==> config.mk <==
export PLATFORM = sky130hd
export DESIGN_NAME = out_display
export DESIGN_NICKNAME = d
export VERILOG_FILES = /design/src/rtl/out_display.sv
export SDC_FILE = /design/constraint.sdc
export NUM_CORES = 1
export LEC_CHECK = 0
export CORE_UTILIZATION = 59
export DETAILED_ROUTE_END_ITERATION = 8
export PLACE_DENSITY = 0.8
export SLEW_MARGIN = 30
export SYNTH_ARGS = -nofsm -noshare
export SYNTH_HDL_FRONTEND = slang
export SYNTH_SLANG_ARGS = --single-unit
==> constraint.sdc <==
create_clock -name clk -period 2.43 [get_ports clk]
set_input_delay 0.3645 -clock clk [delete_from_list [all_inputs] [get_ports clk]]
set_output_delay 0.3645 -clock clk [all_outputs]
set_load 0.03 [all_outputs]
==> src/rtl/out_display.sv <==
// Output display block: captures a byte from the shared bus, converts it to
// signed decimal with a sequential double-dabble, and scans four 7-segment digits.
module out_display #(
    parameter int SCAN_DIV = 4
) (
    input  logic       clk,
    input  logic       rst,
    input  logic       load,
    input  logic [7:0] bus,
    input  logic       sgn,
    output logic [7:0] value,
    output logic       busy,
    output logic [3:0] dig,
    output logic [6:0] seg,
    output logic       fsm_state
);

    typedef enum logic {IDLE = 1'b0, CONV = 1'b1} state_t;

    localparam logic [15:0] DIV_LAST = 16'(SCAN_DIV - 1);

    state_t      state;
    logic        neg_work;
    logic [7:0]  mag;
    logic [11:0] bcd;
    logic [2:0]  cnt;

    logic [3:0]  disp_h;
    logic [3:0]  disp_t;
    logic [3:0]  disp_o;
    logic        disp_neg;

    logic [15:0] div_cnt;
    logic [1:0]  idx;
    logic [1:0]  nxt_idx;
    logic [6:0]  seg_next;

    logic [7:0]  load_mag;
    logic [3:0]  o_adj;
    logic [3:0]  t_adj;
    logic [3:0]  h_adj;
    logic [11:0] bcd_step;

    assign fsm_state = (state == CONV);

    function automatic logic [6:0] seg7(input logic [3:0] d);
        logic [6:0] s;
        case (d)
            4'd0:    s = 7'h3F;
            4'd1:    s = 7'h06;
            4'd2:    s = 7'h5B;
            4'd3:    s = 7'h4F;
            4'd4:    s = 7'h66;
            4'd5:    s = 7'h6D;
            4'd6:    s = 7'h7D;
            4'd7:    s = 7'h07;
            4'd8:    s = 7'h7F;
            4'd9:    s = 7'h6F;
            default: s = 7'h00;
        endcase
        return s;
    endfunction

    // 0x80 with sgn=1 negates to 0x80 again, which reads correctly as 128.
    always_comb begin
        load_mag = (sgn && bus[7]) ? 8'(~bus + 8'd1) : bus;
    end

    always_comb begin
        o_adj    = (bcd[3:0]  >= 4'd5) ? bcd[3:0]  + 4'd3 : bcd[3:0];
        t_adj    = (bcd[7:4]  >= 4'd5) ? bcd[7:4]  + 4'd3 : bcd[7:4];
        h_adj    = (bcd[11:8] >= 4'd5) ? bcd[11:8] + 4'd3 : bcd[11:8];
        bcd_step = {h_adj[2:0], t_adj, o_adj, mag[7]};
    end

    // Conversion works in private registers; the display copy only happens on
    // the final step, so an aborted or reset conversion never becomes visible.
    always_ff @(posedge clk or negedge rst) begin
        if (!rst) begin
            state    <= IDLE;
            value    <= 8'h00;
            busy     <= 1'b0;
            neg_work <= 1'b0;
            mag      <= 8'h00;
            bcd      <= 12'h000;
            cnt      <= 3'd0;
            disp_h   <= 4'd0;
            disp_t   <= 4'd0;
            disp_o   <= 4'd0;
            disp_neg <= 1'b0;
        end else if (load) begin
            state    <= CONV;
            value    <= bus;
            busy     <= 1'b1;
            neg_work <= sgn & bus[7];
            mag      <= load_mag;
            bcd      <= 12'h000;
            cnt      <= 3'd0;
        end else if (state == CONV) begin
            bcd <= bcd_step;
            mag <= {mag[6:0], 1'b0};
            cnt <= cnt + 3'd1;
            if (cnt == 3'd7) begin
                disp_h   <= bcd_step[11:8];
                disp_t   <= bcd_step[7:4];
                disp_o   <= bcd_step[3:0];
                disp_neg <= neg_work;
                state    <= IDLE;
                busy     <= 1'b0;
            end
        end
    end

    always_comb begin
        nxt_idx  = (div_cnt == DIV_LAST) ? idx + 2'd1 : idx;
        seg_next = 7'h00;
        case (nxt_idx)
            2'd0: seg_next = seg7(disp_o);
            2'd1: seg_next = (disp_h == 4'd0 && disp_t == 4'd0) ? 7'h00 : seg7(disp_t);
            2'd2: seg_next = (disp_h == 4'd0) ? 7'h00 : seg7(disp_h);
            2'd3: seg_next = disp_neg ? 7'h40 : 7'h00;
            default: seg_next = 7'h00;
        endcase
    end

    // dig and seg are both derived from nxt_idx so they always move together.
    always_ff @(posedge clk or negedge rst) begin
        if (!rst) begin
            div_cnt <= 16'd0;
            idx     <= 2'd0;
            dig     <= 4'b0001;
            seg     <= 7'h3F;
        end else begin
            div_cnt <= (div_cnt == DIV_LAST) ? 16'd0 : div_cnt + 16'd1;
            idx     <= nxt_idx;
            dig     <= 4'b0001 << nxt_idx;
            seg     <= seg_next;
        end
    end

endmodule

==> results of run 1 <==
[cells by family (layout without fill, tap and decap cells)]
kind of cell | after synthesis | count (layout) | synth area share (%)
AND/OR/NAND/NOR | 126 | 126 | 15.7
AO/OA/AOI/OAI | 87 | 87 | 13.3
flip-flops | 76 | 76 | 44.7
adder cells (fa/ha/maj) | 26 | 26 | 7.55
buffers and inverters | 46 | 80 | 4.63
XOR/XNOR | 26 | 26 | 5.50
multiplexers | 35 | 35 | 8.64
[worst reg2reg max path, cell delays in order, from the launching register on]
cell      delay, ps
dfrtp_1         380
ha_1            250
nor4b_2         310
and4_1          550
buf_4           240
nor3_1           50
o21ai_0         230
o221ai_1        160
[state kept, by name (all words and copies together), names as in the netlist, 2 cells and up]
name     cells
seg          7
div_cnt     16
disp_o       4
dig          4
bcd         12
idx          2
cnt          3
disp_h       4
disp_t       4
mag          8
value        8
[power breakdown]
part	internal, mW	switching, mW
Combinational	0.221	0.290
Sequential	1.36	0.0600
Clock	0.368	0.468
[metal layers]
layer / global-route usage [%] / routed length [µm]
met1: 29.1 / 3630
met2: 40.2 / 4020
met3: 4.36 / 348
met4: 11.9 / 191
met5: 0 / 0
[metrics by stage]
stage	worst slack, ps	utilization [%]
detailed placement	224	67.6
floorplan	664	-
CTS	230	69.9
finish	161	69.9
global placement	373	67.6
global route	30.7	69.9
[cell type report]
class	count	area (µm²)	area share, %
timing repair buffer	37	368	7.62
tap	96	120	2.49
inverter	27	101	2.10
clock inverter	5	31.3	0.648
clock buffer	11	131	2.72
sequential	76	1910	39.6
multi-input combinational	300	2170	44.9
[cell usage after synthesis, types with 4 or more instances]
library cell	number
nor3b_1	8
mux2_2	15
and2_1	5
o21ai_0	29
inv_1	27
a211oi_1	6
mux2i_1	20
dfstp_2	7
nand2b_1	12
nor3_1	12
clkbuf_1	13
ha_1	25
nor2b_1	5
xnor2_1	16
nand3_1	13
nor2_1	23
a21oi_1	19
nand2_1	31
dfrtp_1	69
xor2_1	9
and3_1	4
[path summary, 6_finish.rpt]
check / slack (ps) / cells after the start / endpoint / from
worst max-delay path: 160 / 7 / seg[2] / div_cnt[0]
worst min-delay path: 20 / 1 / div_cnt[7] / rst
worst max register to register: 160 / 7 / seg[2] / div_cnt[0]
worst min register to register: 470 / 1 / div_cnt[0] / div_cnt[0]
max in group asynchronous: 1850 / 2 / bcd[4] / rst
min in group clk: 470 / 1 / div_cnt[0] / div_cnt[0]
==> flow_summary.ini, run 1 <==
[setup_path]
critPathBufInv = 1
cp_cell_sequence = ha_1 > nor4b_2 > and4_1 > buf_4 > nor3_1 > o21ai_0 > o221ai_1
crit_fanout = 10
critical_path_class = register to register
critPathMaxStageDelay_ps = 550
cp-start-kind = register
path_delay_family = simple AND/OR/NAND/NOR gates
worstSetupEndpointType = register
crit_slowest_cell = and4_1
critPathArrivalTime_ps = 2520
worstPathRequired_ps = 2680

[yosys]
synthesis.nets = 459
yosys_warnings = 0
synthesis.area_um2 = 4270
avgSynthCellArea_um2 = 10.1
async_flop_share_pct = 100
synth_top_cell_by_area = dfrtp_1
synthCells = 422
synth-edff-count = 0
yosysSeqAreaShare_pct = 44.7
synth-main-ff-cell = dfrtp_1
synth-seq-cells = 76
synth.top_cell.area_share_pct = 40.4
yosys-top-cells-area = dfrtp_1 (40%), ha_1 (7.3%), mux2i_1 (4.7%), dfstp_2 (4.3%), mux2_2 (4.0%)
yosys.cell_types.count = 58

[sta]
worst_slew_pin_slew_ps = 584
rsz0062_at_grt = no
hold_ws_ps = 17.2
drv_slew = 0
finalSetupViolations = 0
final-hold-violation-count = 0
max-slew-margin-rel_pct = 61.1
fin_setup_tns_ps = 0
fmax_mhz = 441
min_period_over_period_pct = 93.4
fin_skew_ps = 11.1
fin_crit_ps = 2270

[floorplanning]
die_area_um2 = 7590
ios = 33
die_h_um = 87.1
rows = 30
fp.dieW_um = 87.1
start_util_pct = 61.9
coreArea_um2 = 6910

[clock_tree]
clkSlewWorstSetupHoldPaths_ps = 80
cts_resized = 0
h-tree-depth = 3
cts_root_buffer = clkbuf_8
max-clock-path-buffers = 2
cts_tree = yes
postCtsHoldBufs = 0
insertion_delay_ps = 350
clock_sinks = 76
cts_setup_buffers = 0
cts_buffers = 9

[detailed_routing]
vias = 3141
wl_um = 8190
via_per_inst = 5.69
first_pass_iters = 4
ant_nets = 0
drc = 0
wl_per_cell_um = 14.8
drt-initial-drc-count = 124

[power_and_ir_drop]
leakage_nw = 2.25
power_mw = 2.76
ir_drop_v = 0.000387
cellPowerDensity_nw_per_um2 = 572

[worst_hold_path]
min_path_type = input port to async pin

[grt]
antenna_found_initial = 0
grt_max_degree = 49
gr-usage-all-layers_pct = 23.7
grt_pass1_wl_um = 13900
overflow = 0
grt_pass1_vias = 3095

[cells_and_area]
final_common_cell = dfrtp_1
layout_common_cells = dfrtp_1 (69), nand2_1 (31), clkdlybuf4s50_1 (31)
fin_cells = 552
antenna-diode-count = 0
syn_to_final_growth_pct = 13.0
fin_nets = 488
drive_gt1_share_pct = 11.6
fin_area_um2 = 4830
fill_cells = 538

[placement]
io_buffers = 32
dpl.cell_count = 536
dpl_cell_area_um2 = 4670
gp_congestion = 0.885
dpl.hpwl_um = 5900

[run]
cap_violations = 0

[run_status]
status = completed
Note: power is estimated with default switching activity, not from simulation.
==> run 2, diff against run 1 <==
--- a/config.mk
+++ b/config.mk
@@ -7,6 +7,7 @@
 export LEC_CHECK = 0
 export CORE_UTILIZATION = 59
 export DETAILED_ROUTE_END_ITERATION = 8
+export MAX_ROUTING_LAYER = met4
 export PLACE_DENSITY = 0.8
 export SLEW_MARGIN = 30
 export SYNTH_ARGS = -nofsm -noshare
==> run 2 against run 1 <==
Effect of this change: core utilization up 1.1 points; highest routed layer unchanged; sequential cell count did not move; maximum frequency increased by 3.1%; cell count fell by 0.18%; critical endpoint unchanged; hold slack got worse by 6.0 ps; sequential share of layout area is 0.61 points lower.
==> flow_summary.ini, run 2 (synthesis results as in run 1) <==
[cells_and_area]
fill_cells = 528
largest-register = div_cnt
syn_to_final_growth_pct = 14.7
multi_input_area_um2 = 2170
regArea_um2 = 1910
reg_top3 = div_cnt x16, bcd x12
layout_common_cells = dfrtp_1 (69), nand2_1 (31), clkdlybuf4s50_1 (31)
antenna-diode-count = 0
drive_gt1_share_pct = 11.9
largest_reg_flops = 16
fin_nets = 488
final_common_cell = dfrtp_1

[power_and_ir_drop]
ir_drop_v = 0.000352
leakage_nw = 2.28
cellPowerDensity_nw_per_um2 = 629

[sta]
finalSetupViolations = 0
max-slew-margin-rel_pct = 58.8
min_period_over_period_pct = 90.6
drv_slew = 0
finalWorstSetupSlack_ps = 229
fin_crit_ps = 2200
worst_slew_pin_slew_ps = 610
final-hold-violation-count = 0
fmax_mhz = 454
fin_skew_ps = 9.98
fin_setup_tns_ps = 0
rsz0062_at_grt = no

[clock_tree]
cts_tree = yes
cts_resized = 0
cts_setup_buffers = 0
cts_buffers = 9
max-clock-path-buffers = 2
insertion_delay_ps = 350
clkSlewWorstSetupHoldPaths_ps = 80
cts_root_buffer = clkbuf_8
h-tree-depth = 3
clock_sinks = 76
postCtsHoldBufs = 0

[setup_path]
cp-start-kind = register
crit_fanout = 10
critPathMaxStageDelay_ps = 550
critPathBufInv = 0
worstSetupEndpointType = register
worstPathRequired_ps = 2690
critical_path_class = register to register
r2r-start = div_cnt[0]
path_delay_family = simple AND/OR/NAND/NOR gates
cp_cell_sequence = ha_1 > nor4b_2 > and4_1 > xnor2_2 > nand3_1 > o221ai_1
crit_slowest_cell = and4_1
critPathArrivalTime_ps = 2460
crit_start = div_cnt[0]

[detailed_routing]
first_pass_iters = 4
drc = 0
via_per_inst = 5.68
wl_um = 8040
ant_nets = 0
vias = 3128
drt-initial-drc-count = 214
wl_per_cell_um = 14.6

[placement]
gp_congestion = 0.898
dpl.hpwl_um = 5670
io_buffers = 32
pre_cts_slack_ps = 261

[grt]
grt_max_degree = 49
gr-usage-all-layers_pct = 24.2
overflow = 0
grt_pass1_wl_um = 13700
grt_pass1_vias = 3000
antenna_found_initial = 0

[floorplanning]
die_area_um2 = 7590
coreArea_um2 = 6910
start_util_pct = 61.9
die_h_um = 87.1
rows = 30
fp.dieW_um = 87.1
ios = 33

[worst_hold_path]
min_path_type = input port to async pin

[run]
cap_violations = 0

[run_status]
status = completed
[run 2: cell types whose count changed in the layout (fill, tap and decap cells not counted)]
| cell | before | now |
|---|---|---|
| bufinv_16 | 0 | 3 |
| clkinv_2 | 3 | 0 |
| clkbuf_1 | 2 | 0 |
| clkinvlp_4 | 1 | 2 |
[run 2: power breakdown]
group	total, mW	internal (mW)	leakage, nW	switching [mW]
logic	0.512	0.222	1.20	0.291
clock network	1.16	0.678	0.112	0.478
registers	1.41	1.36	0.972	0.0584
total	3.08	2.26	2.28	0.827
[run 2: worst paths after layout]
check / to / slack, ps / cells after the start
hold / removal: div_cnt[7] / 10 / 1
min in group clk: div_cnt[0] / 460 / 1
setup reg to reg: seg[2] / 230 / 6
hold reg to reg: div_cnt[0] / 460 / 1
max in group asynchronous: value[1] / 1860 / 2
setup / recovery: seg[2] / 230 / 6
[run 2: worst register-to-register path, cell delays in order (launching register included)]
cell      delay (ps)
dfrtp_1          370
ha_1             250
nor4b_2          310
and4_1           550
xnor2_2          210
nand3_1          190
o221ai_1         250
[run 2: final cells by class]
cell class | count | area share, %
clock inverter | 6 | 2.32
multi-input combinational | 300 | 44.2
inverter | 27 | 2.07
timing repair buffer | 37 | 7.50
tap | 96 | 2.45
sequential | 76 | 39.0
clock buffer | 9 | 2.53
[run 2: layer usage]
metal | GRT usage (%) | share of wire (%) | vias up
met4 | 9.99 | 2.1 | 0
met1 | 29.2 | 45 | 1507
met2 | 39.3 | 49 | 62
li1 | - | - | 1539
met5 | - | 0 | -
met3 | 5.59 | 4.1 | 20
[run 2: stage by stage]
| stage | instances | power (mW) | area, µm² | hold slack (ps) | utilization [%] |
|---|---|---|---|---|---|
| 2_1_floorplan | 422 | 1.76 | 4270 | 68.9 | - |
| 3_3_place_gp | 536 | 1.93 | 4670 | 409 | 67.6 |
| 3_5_place_dp | 536 | 1.95 | 4670 | 413 | 67.6 |
| 4_1_cts | 551 | 3.11 | 4900 | 23.0 | 71.0 |
| 5_1_grt | 551 | 3.21 | 4900 | 51.7 | 71.0 |
| 6_report | 551 | 3.08 | 4900 | 11.3 | 71.0 |
